`src/rtl/wb_traffic_master.sv`:
```
// Wishbone burst traffic generator for SDRAM controller bring-up.
// Issues write or read-and-check bursts of address-derived data and tracks mismatches and ack timeouts.
module wb_traffic_master #(
    parameter int unsigned aw   = 32,
    parameter int unsigned dw   = 32,
    parameter logic [31:0] SEED = 32'hA5A5_0000,
    parameter int unsigned TMO  = 1024
) (
    input  logic            sys_clk,
    input  logic            RESETN,
    input  logic            sdr_init_done,
    input  logic            cmd_valid,
    output logic            cmd_ready,
    input  logic            cmd_we,
    input  logic [aw-1:0]   cmd_addr,
    input  logic [7:0]      cmd_bl,
    output logic            wb_cyc_i,
    output logic            wb_stb_i,
    output logic            wb_we_i,
    output logic [aw-1:0]   wb_addr_i,
    output logic [dw-1:0]   wb_dat_i,
    output logic [dw/8-1:0] wb_sel_i,
    output logic [2:0]      wb_cti_i,
    input  logic            wb_ack_o,
    input  logic [dw-1:0]   wb_dat_o,
    output logic            done,
    output logic [15:0]     err_cnt,
    output logic            timeout
);

    localparam int unsigned SW = dw / 8;
    localparam int unsigned TW = $clog2(TMO + 1);

    localparam logic [2:0] CTI_CLASSIC = 3'b000;
    localparam logic [2:0] CTI_INCR    = 3'b010;
    localparam logic [2:0] CTI_END     = 3'b111;

    typedef enum logic [1:0] {WAIT_INIT, IDLE, BURST, FIN} state_t;

    state_t          state_q, state_d;
    logic            rdy_q, rdy_d;
    logic            cyc_q, cyc_d;
    logic            we_q, we_d;
    logic [aw-1:0]   addr_q, addr_d;
    logic [dw-1:0]   dat_q, dat_d;
    logic [SW-1:0]   sel_q, sel_d;
    logic [2:0]      cti_q, cti_d;
    logic [7:0]      last_q, last_d;
    logic [8:0]      beat_q, beat_d;
    logic [TW-1:0]   wait_q, wait_d;
    logic [15:0]     err_q, err_d;
    logic            tmo_q, tmo_d;
    logic            done_q, done_d;
    logic [aw-1:0]   nxt_addr_c;

    // Beat data is the beat address scrambled with the seed; same pattern for writes and read checks.
    function automatic logic [dw-1:0] pattern(input logic [aw-1:0] a);
        return dw'(a) ^ dw'(SEED);
    endfunction

    assign nxt_addr_c = addr_q + aw'(4);

    always_ff @(posedge sys_clk) begin
        if (!RESETN) begin
            state_q <= WAIT_INIT;
            rdy_q   <= 1'b0;
            cyc_q   <= 1'b0;
            we_q    <= 1'b0;
            addr_q  <= '0;
            dat_q   <= '0;
            sel_q   <= '0;
            cti_q   <= CTI_CLASSIC;
            last_q  <= '0;
            beat_q  <= '0;
            wait_q  <= '0;
            err_q   <= '0;
            tmo_q   <= 1'b0;
            done_q  <= 1'b0;
        end else begin
            state_q <= state_d;
            rdy_q   <= rdy_d;
            cyc_q   <= cyc_d;
            we_q    <= we_d;
            addr_q  <= addr_d;
            dat_q   <= dat_d;
            sel_q   <= sel_d;
            cti_q   <= cti_d;
            last_q  <= last_d;
            beat_q  <= beat_d;
            wait_q  <= wait_d;
            err_q   <= err_d;
            tmo_q   <= tmo_d;
            done_q  <= done_d;
        end
    end

    always_comb begin
        state_d = state_q;
        rdy_d   = rdy_q;
        cyc_d   = cyc_q;
        we_d    = we_q;
        addr_d  = addr_q;
        dat_d   = dat_q;
        sel_d   = sel_q;
        cti_d   = cti_q;
        last_d  = last_q;
        beat_d  = beat_q;
        wait_d  = wait_q;
        err_d   = err_q;
        tmo_d   = tmo_q;
        done_d  = 1'b0;
        unique case (state_q)
            WAIT_INIT: begin
                if (sdr_init_done) begin
                    state_d = IDLE;
                    rdy_d   = 1'b1;
                end
            end
            IDLE: begin
                if (cmd_valid && rdy_q) begin
                    state_d = BURST;
                    rdy_d   = 1'b0;
                    cyc_d   = 1'b1;
                    we_d    = cmd_we;
                    addr_d  = cmd_addr;
                    dat_d   = pattern(cmd_addr);
                    sel_d   = '1;
                    cti_d   = (cmd_bl == 8'd1) ? CTI_END : CTI_INCR;
                    last_d  = cmd_bl - 8'd1;
                    beat_d  = '0;
                    wait_d  = '0;
                end
            end
            BURST: begin
                if (wb_ack_o) begin
                    wait_d = '0;
                    if (!we_q && (wb_dat_o != dat_q) && (err_q != 16'hFFFF)) begin
                        err_d = err_q + 16'd1;
                    end
                    if (beat_q == {1'b0, last_q}) begin
                        state_d = FIN;
                    end else begin
                        beat_d = beat_q + 9'd1;
                        addr_d = nxt_addr_c;
                        dat_d  = pattern(nxt_addr_c);
                        cti_d  = ((beat_q + 9'd1) == {1'b0, last_q}) ? CTI_END : CTI_INCR;
                    end
                end else if (wait_q == TW'(TMO - 1)) begin
                    tmo_d   = 1'b1;
                    state_d = FIN;
                end else begin
                    wait_d = wait_q + TW'(1);
                end
                // Leaving the burst: bus returns to idle values the same edge.
                if (state_d == FIN) begin
                    done_d = 1'b1;
                    cyc_d  = 1'b0;
                    we_d   = 1'b0;
                    addr_d = '0;
                    dat_d  = '0;
                    sel_d  = '0;
                    cti_d  = CTI_CLASSIC;
                    beat_d = '0;
                    wait_d = '0;
                end
            end
            FIN: begin
                state_d = IDLE;
                rdy_d   = 1'b1;
            end
            default: state_d = WAIT_INIT;
        endcase
    end

    assign cmd_ready = rdy_q;
    assign wb_cyc_i  = cyc_q;
    assign wb_stb_i  = cyc_q;
    assign wb_we_i   = we_q;
    assign wb_addr_i = addr_q;
    assign wb_dat_i  = dat_q;
    assign wb_sel_i  = sel_q;
    assign wb_cti_i  = cti_q;
    assign done      = done_q;
    assign err_cnt   = err_q;
    assign timeout   = tmo_q;

endmodule
```
`config.mk`:
```
export PLATFORM = sky130hd
export DESIGN_NAME = wb_traffic_master
export DESIGN_NICKNAME = d
export VERILOG_FILES = /design/src/rtl/wb_traffic_master.sv
export SDC_FILE = /design/constraint.sdc
export NUM_CORES = 1
export LEC_CHECK = 0
export CELL_PAD_IN_SITES_DETAIL_PLACEMENT = 1
export CELL_PAD_IN_SITES_GLOBAL_PLACEMENT = 1
export CORE_ASPECT_RATIO = 1.75
export CORE_MARGIN = 2
export CORE_UTILIZATION = 37
export DETAILED_ROUTE_END_ITERATION = 8
export GPL_ROUTABILITY_DRIVEN = 0
export HOLD_SLACK_MARGIN = 0.03
export PLACE_DENSITY_LB_ADDON = 0.1
export SLEW_MARGIN = 20
export SYNTH_ARGS = -nofsm -noshare
export SYNTH_HDL_FRONTEND = slang
export SYNTH_SLANG_ARGS = --single-unit
```
`constraint.sdc`:
```
create_clock -name sys_clk -period 5.2 [get_ports sys_clk]
set_input_delay 0.78 -clock sys_clk [delete_from_list [all_inputs] [get_ports sys_clk]]
set_output_delay 0.78 -clock sys_clk [all_outputs]
set_load 0.005 [all_outputs]
```
==> qor.txt, run 1 <==
Post-CTS Resized = 0
Post-CTS setup buffer count = 0
Setup violators final = 0
Post-route cell area = 0.00771 sq mm
Switching power = 1120 uW
CP peak stage delay = 0.72 ns
Worst slew margin = 35.1%
R2R depth = 11
Initial antenna violation count = 0
Worst slew pin tran = 0.970 ns
R2R Setup Slk = 2.07 ns
Via-per-instance ratio = 5.86
Critical Path AT = 3.50 ns
Routed WL per cell = 20.2 um
Part of the power in registers = 35.8%
Commonest cells after routing, fill and taps aside = 170 x clkdlybuf4s50_1, 95 x dfxtp_1, 67 x nand2_1
Vias in the first global route = 6521
IO Count = 171
Final worst path period need = 3.25 ns
Sink Count = 95
Fin. max-slew vios = 0
Vias = 6085
Drt pass-1 iters = 4
Power Density = 376 mW/mm^2
Final hold vios = 0
Static Leakage = 0.00279 uW
Setup crit end kind = flop
Net count, final = 936
Die width = 98.7 um
Ys Warns = 0
Largest net degree at the start of global routing = 49
Worst hold start = wb_cti_i[1]
Hold Path Sink = wb_cti_i[1]
Hold depth = 2
Maximum VDD drop = 0.000222 V
Setup TNS = 0 ns
Crit Path Category = in -> reg
Grt ovf = 0
First-pass GRT wire length = 33.9 mm
Critical Path Start = wb_ack_o
CTS tree = yes
H-tree levels = 3
CTS max path bufs = 2
Number of synthesized flops with an enable pin = 0
Hold slack = 0.461 ns
CTS hold repair buffers = 0
FF-to-FF Start = state_q[0]
Non-Filler Instances = 1038
HP Class = reg -> reg
Clock share of power = 22.9%
Sequential area share after synthesis = 32.8%
Port bufs = 170
Commonest non-fill, non-tap cell in the layout = clkdlybuf4s50_1
Core area = 0.0154 sq mm
Final period util = 62.6%
Later-pin clock latency in the skew report = 0.35 ns
Net count after synthesis = 815
Num CTS Buffers = 9
Mapped Area = 0.00580 sq mm
Cell Rows = 60
Die ar. = 0.0167 sq mm
Initial Utilization = 37.7%
Die Ht = 170 um
Synth cell types = 62
DP Cell Count = 1024
Clk_skew = 0.00818 ns
Slowest CP cell = nor3_2
Share of layout cells above drive strength 1 = 4.46%
Antenna viol nets, final = 0
RSZ-0062 raised after global routing = false
Area growth, synth to finish = 32.9%
CP Max Fanout = 43
Cells after Synth = 728
Crit path launch type = input pin
DP Wirelength = 15.9 mm
Status = finished, final reports clean
Drc violations = 0
Pint = 1780 uW
CP cell instances = clkdlybuf4s50_1 -> nor4_4 -> o21ai_2 -> buf_4 -> nor3_2 -> a41oi_1 -> a311oi_1
Avg Inst Size Synth = 7.97 sq um
Async set-reset flop share out of synthesis = 0%
Reg-to-Reg End = beat_q[7]
Combinational share of power = 41.3%
Required time worst endpoint = 5.44 ns
Cell area after placement = 0.00742 sq mm
Most common flop cell mapped by yosys = dfxtp_1
Root Buffer = clkbuf_16
Initial DRC Count = 227
Diode count = 0
Total track usage = 25.2%
Switching Share = 38.7%
Pwr Total = 2900 uW
F_max = 0.307 GHz
Yosys reg bits = 95
Max Cap Violations = 0
Total wire length = 21.0 mm
Clk pin slew, worst setup/hold paths = 0.07 ns
[cell usage after synthesis, types with 3 or more instances]
master / instances / area share [%]
or4_1: 14 / 1.8
a31oi_1: 9 / 0.97
o21ai_1: 4 / 0.35
and3_1: 12 / 1.3
o221ai_1: 4 / 0.60
buf_1: 4 / 0.26
ha_1: 9 / 1.9
o311a_1: 3 / 0.52
nor2b_1: 4 / 0.43
clkbuf_1: 29 / 1.9
nand2b_1: 6 / 0.65
o211a_1: 4 / 0.69
o32ai_1: 3 / 0.45
o22ai_1: 13 / 1.4
nand3_1: 32 / 2.8
xnor2_1: 17 / 2.6
a22oi_1: 9 / 1.2
and2_1: 6 / 0.65
buf_4: 30 / 3.9
mux2i_1: 13 / 2.2
buf_2: 5 / 0.43
a211oi_1: 12 / 1.6
a221oi_1: 7 / 1.1
nor3_1: 15 / 1.3
or3_1: 5 / 0.54
o31ai_1: 9 / 1.2
dfxtp_1: 95 / 33
a32o_1: 3 / 0.52
xor2_1: 53 / 8.0
a21oi_1: 48 / 4.1
nor4_1: 19 / 2.0
nand2_1: 67 / 4.3
nor2_1: 67 / 4.3
o21ai_0: 24 / 2.1
o21a_1: 3 / 0.39
nand4_1: 17 / 1.8
inv_1: 21 / 1.4
[routing by layer]
metal / vias up / wire (um) / track usage [%]
met5: - / 0 / 0
li1: 2865 / - / -
met2: 169 / 11300 / 48.3
met3: 43 / 819 / 3.54
met4: 0 / 676 / 9.17
met1: 3008 / 8210 / 27.6
[cells by family after synthesis]
group / count (synthesis) / synth area share (%)
buffers and inverters: 90 / 8.00
xor gates and xnor gates: 70 / 10.6
and+or+nand+nor: 281 / 25.0
DFF: 95 / 32.8
muxes: 13 / 2.24
AOI/OAI and AO/OA: 170 / 19.5
adders and majority gates: 9 / 1.94
[worst max path at each step]
stage                       end  cells after the start
floorplan           err_cnt[14]                      7
global placement     err_cnt[0]                      7
detailed placement    beat_q[7]                      9
CTS                   beat_q[7]                      9
global route          beat_q[7]                      9
finish                beat_q[7]                      7
[state kept, by name (all words and copies together) (netlist names)]
| name | count |
|---|---|
| wb_dat_i | 32 |
| err_cnt | 16 |
| wait_q | 11 |
| wb_addr_i | 10 |
| beat_q | 9 |
| last_q | 8 |
| state_q | 2 |
| wb_cti_i | 2 |
| cmd_ready | 1 |
| done | 1 |
| timeout | 1 |
| wb_sel_i | 1 |
| wb_we_i | 1 |
[worst max-delay path: cells and delay by family]
kind | cells | cell delay [ns]
buffers and inverters | 2 | 0.84
and+or+nand+nor | 2 | 1.19
AOI/OAI and AO/OA | 3 | 0.67
[power by group through the flow]
stage	Sequential (uW)	Clock (uW)	Combinational (uW)
floorplan	1000	0	685
finish	1040	663	1200
global placement	1050	0	1160
global route	1060	704	1300
detailed placement	1060	0	1200
CTS	1040	674	1200
[cell type report]
cell class / count / area (sq um)
multi-input combinational: 543 / 3440
tap: 186 / 233
inverter: 21 / 78.8
timing repair buffer: 179 / 1770
clock inverter: 5 / 58.8
clock buffer: 9 / 225
sequential: 95 / 1900
fill: 1867 / 7680
[per-stage QoR]
step                      setup WS (ns)  util, %
final                              1.95     50.1
after global routing               1.79     50.1
after CTS                          1.95     50.1
after detailed placement           1.61     48.2
after global placement             1.59     48.2
after floorplan                    2.95        -
(Power assumes the default switching activity.)
==> run 2: changes to the inputs <==
- CORE_UTILIZATION: 37 -> 31
- clock period: 5.2 -> 2.8 ns (I/O delays scaled with it)
==> qor.txt, run 2 (synthesized netlist as in run 1, its figures left out) <==
Diode count = 0
Die ar. = 0.0199 sq mm
Sink Count = 95
Area occupied by registers = 0.00190 sq mm
Antenna viol nets, final = 0
Final WS setup = 0.132 ns
Die Ht = 185 um
Initial antenna violation count = 0
Static Leakage = 0.00305 uW
Drc violations = 0
Total track usage = 23.5%
Grt ovf = 0
Port bufs = 170
Pwr Total = 5720 uW
Setup crit end kind = flop
Total wire length = 23.3 mm
Clk_skew = 0.0133 ns
Net count, final = 981
HP Class = reg -> reg
Die width = 107 um
Initial DRC Count = 259
Required time worst endpoint = 3.05 ns
Later-pin clock latency in the skew report = 0.35 ns
Power Density = 701 mW/mm^2
Largest net degree at the start of global routing = 48
Core Util, Final = 44.1%
DP Wirelength = 18.1 mm
Critical Path AT = 2.91 ns
Num CTS Buffers = 9
Vias = 6211
Final period util = 95.3%
Cell Rows = 66
Filler instances = 2249
Worst slew pin tran = 0.697 ns
CP Max Fanout = 12
Final hold vios = 0
H-tree levels = 3
Area growth, synth to finish = 40.7%
Max Cap Violations = 0
Status = finished, final reports clean
Vias in the first global route = 6643
Setup violators final = 0
CTS max path bufs = 2
First-pass GRT wire length = 36.1 mm
Root Buffer = clkbuf_16
F_max = 0.375 GHz
RSZ-0062 raised after global routing = false
Commonest cells after routing, fill and taps aside = 169 x clkdlybuf4s50_1, 95 x dfxtp_1, 67 x nand2_1
Worst slack at placement = -0.177 ns
Worst slew margin = 53.4%
Initial Utilization = 31.4%
Core area = 0.0185 sq mm
Via-per-instance ratio = 5.46
Fin. max-slew vios = 0
Maximum VDD drop = 0.000272 V
IO Count = 171
Max reg flops = 32
Share of layout cells above drive strength 1 = 9.34%
CTS tree = yes
Final worst path period need = 2.67 ns
Clk pin slew, worst setup/hold paths = 0.07 ns
Commonest non-fill, non-tap cell in the layout = clkdlybuf4s50_1
Drt pass-1 iters = 4
Crit path launch type = flop
Routed WL per cell = 20.5 um
Area occupied by multi-input gates = 0.00345 sq mm
Crit Path Category = reg -> reg
## run 2: cell types whose count changed in the layout (fill, tap and decap cells not counted), sizes merged
cell and delta:
clkinvlp -2, clkbuf +2, clkdlybuf4s50 -1, buf +46, clkinv +1, inv +1
## run 2: timing repair
action / in CTS / in global routing
hold buffers: 0 / 0
gates resized for setup: 1 / 0
buffers inserted: 0 / 0
setup endpoints to repair: 5 / 0
## run 2: routing by layer
metal	vias up	GRT usage, %	wire length (um)
li1	2955	-	-
met4	0	11.0	1090
met3	50	3.13	843
met1	3042	25.0	8700
met2	164	44.8	12600
met5	-	0	0
## run 2: critical path, cell delays in order, from the launching register on
cell     delay (ns)
dfxtp_1        0.36
xor2_1         0.20
or4_1          0.64
nor4_4         0.30
buf_4          0.25
or2_2          0.35
o21ai_0        0.18
a32o_1         0.28
## run 2: cell type report
cell class	instances	area share [%]
sequential	95	23.3
timing repair buffer	224	26.2
inverter	21	0.966
clock buffer	11	2.85
multi-input combinational	543	42.2
clock inverter	5	0.797
tap	238	3.65
## run 2: path summary, 6_finish.rpt
kind / startpoint / end / slack, ns / cells past startpoint
max: beat_q[7] / wb_dat_i[13] / 0.13 / 7
min: wb_cti_i[1] / wb_cti_i[1] / 0.47 / 2
max reg2reg: beat_q[7] / wb_dat_i[13] / 0.13 / 7
min reg2reg: wb_cti_i[1] / wb_cti_i[1] / 0.47 / 2
## run 2: stage by stage
step,instance area (sq um),setup TNS (ns),hold slack [ns],std cells
2_1_floorplan,5800,0,0.453,728
3_3_place_gp,7860,-0.166,0.457,1121
3_5_place_dp,7870,-0.659,0.471,1121
4_1_cts,8160,0,0.482,1137
5_1_grt,8160,0,0.499,1137
6_report,8160,0,0.471,1137
## run 2: where the power goes
part           switching, uW  internal, uW
clock                    579           705
combinational           1370          1230
sequential               266          1570
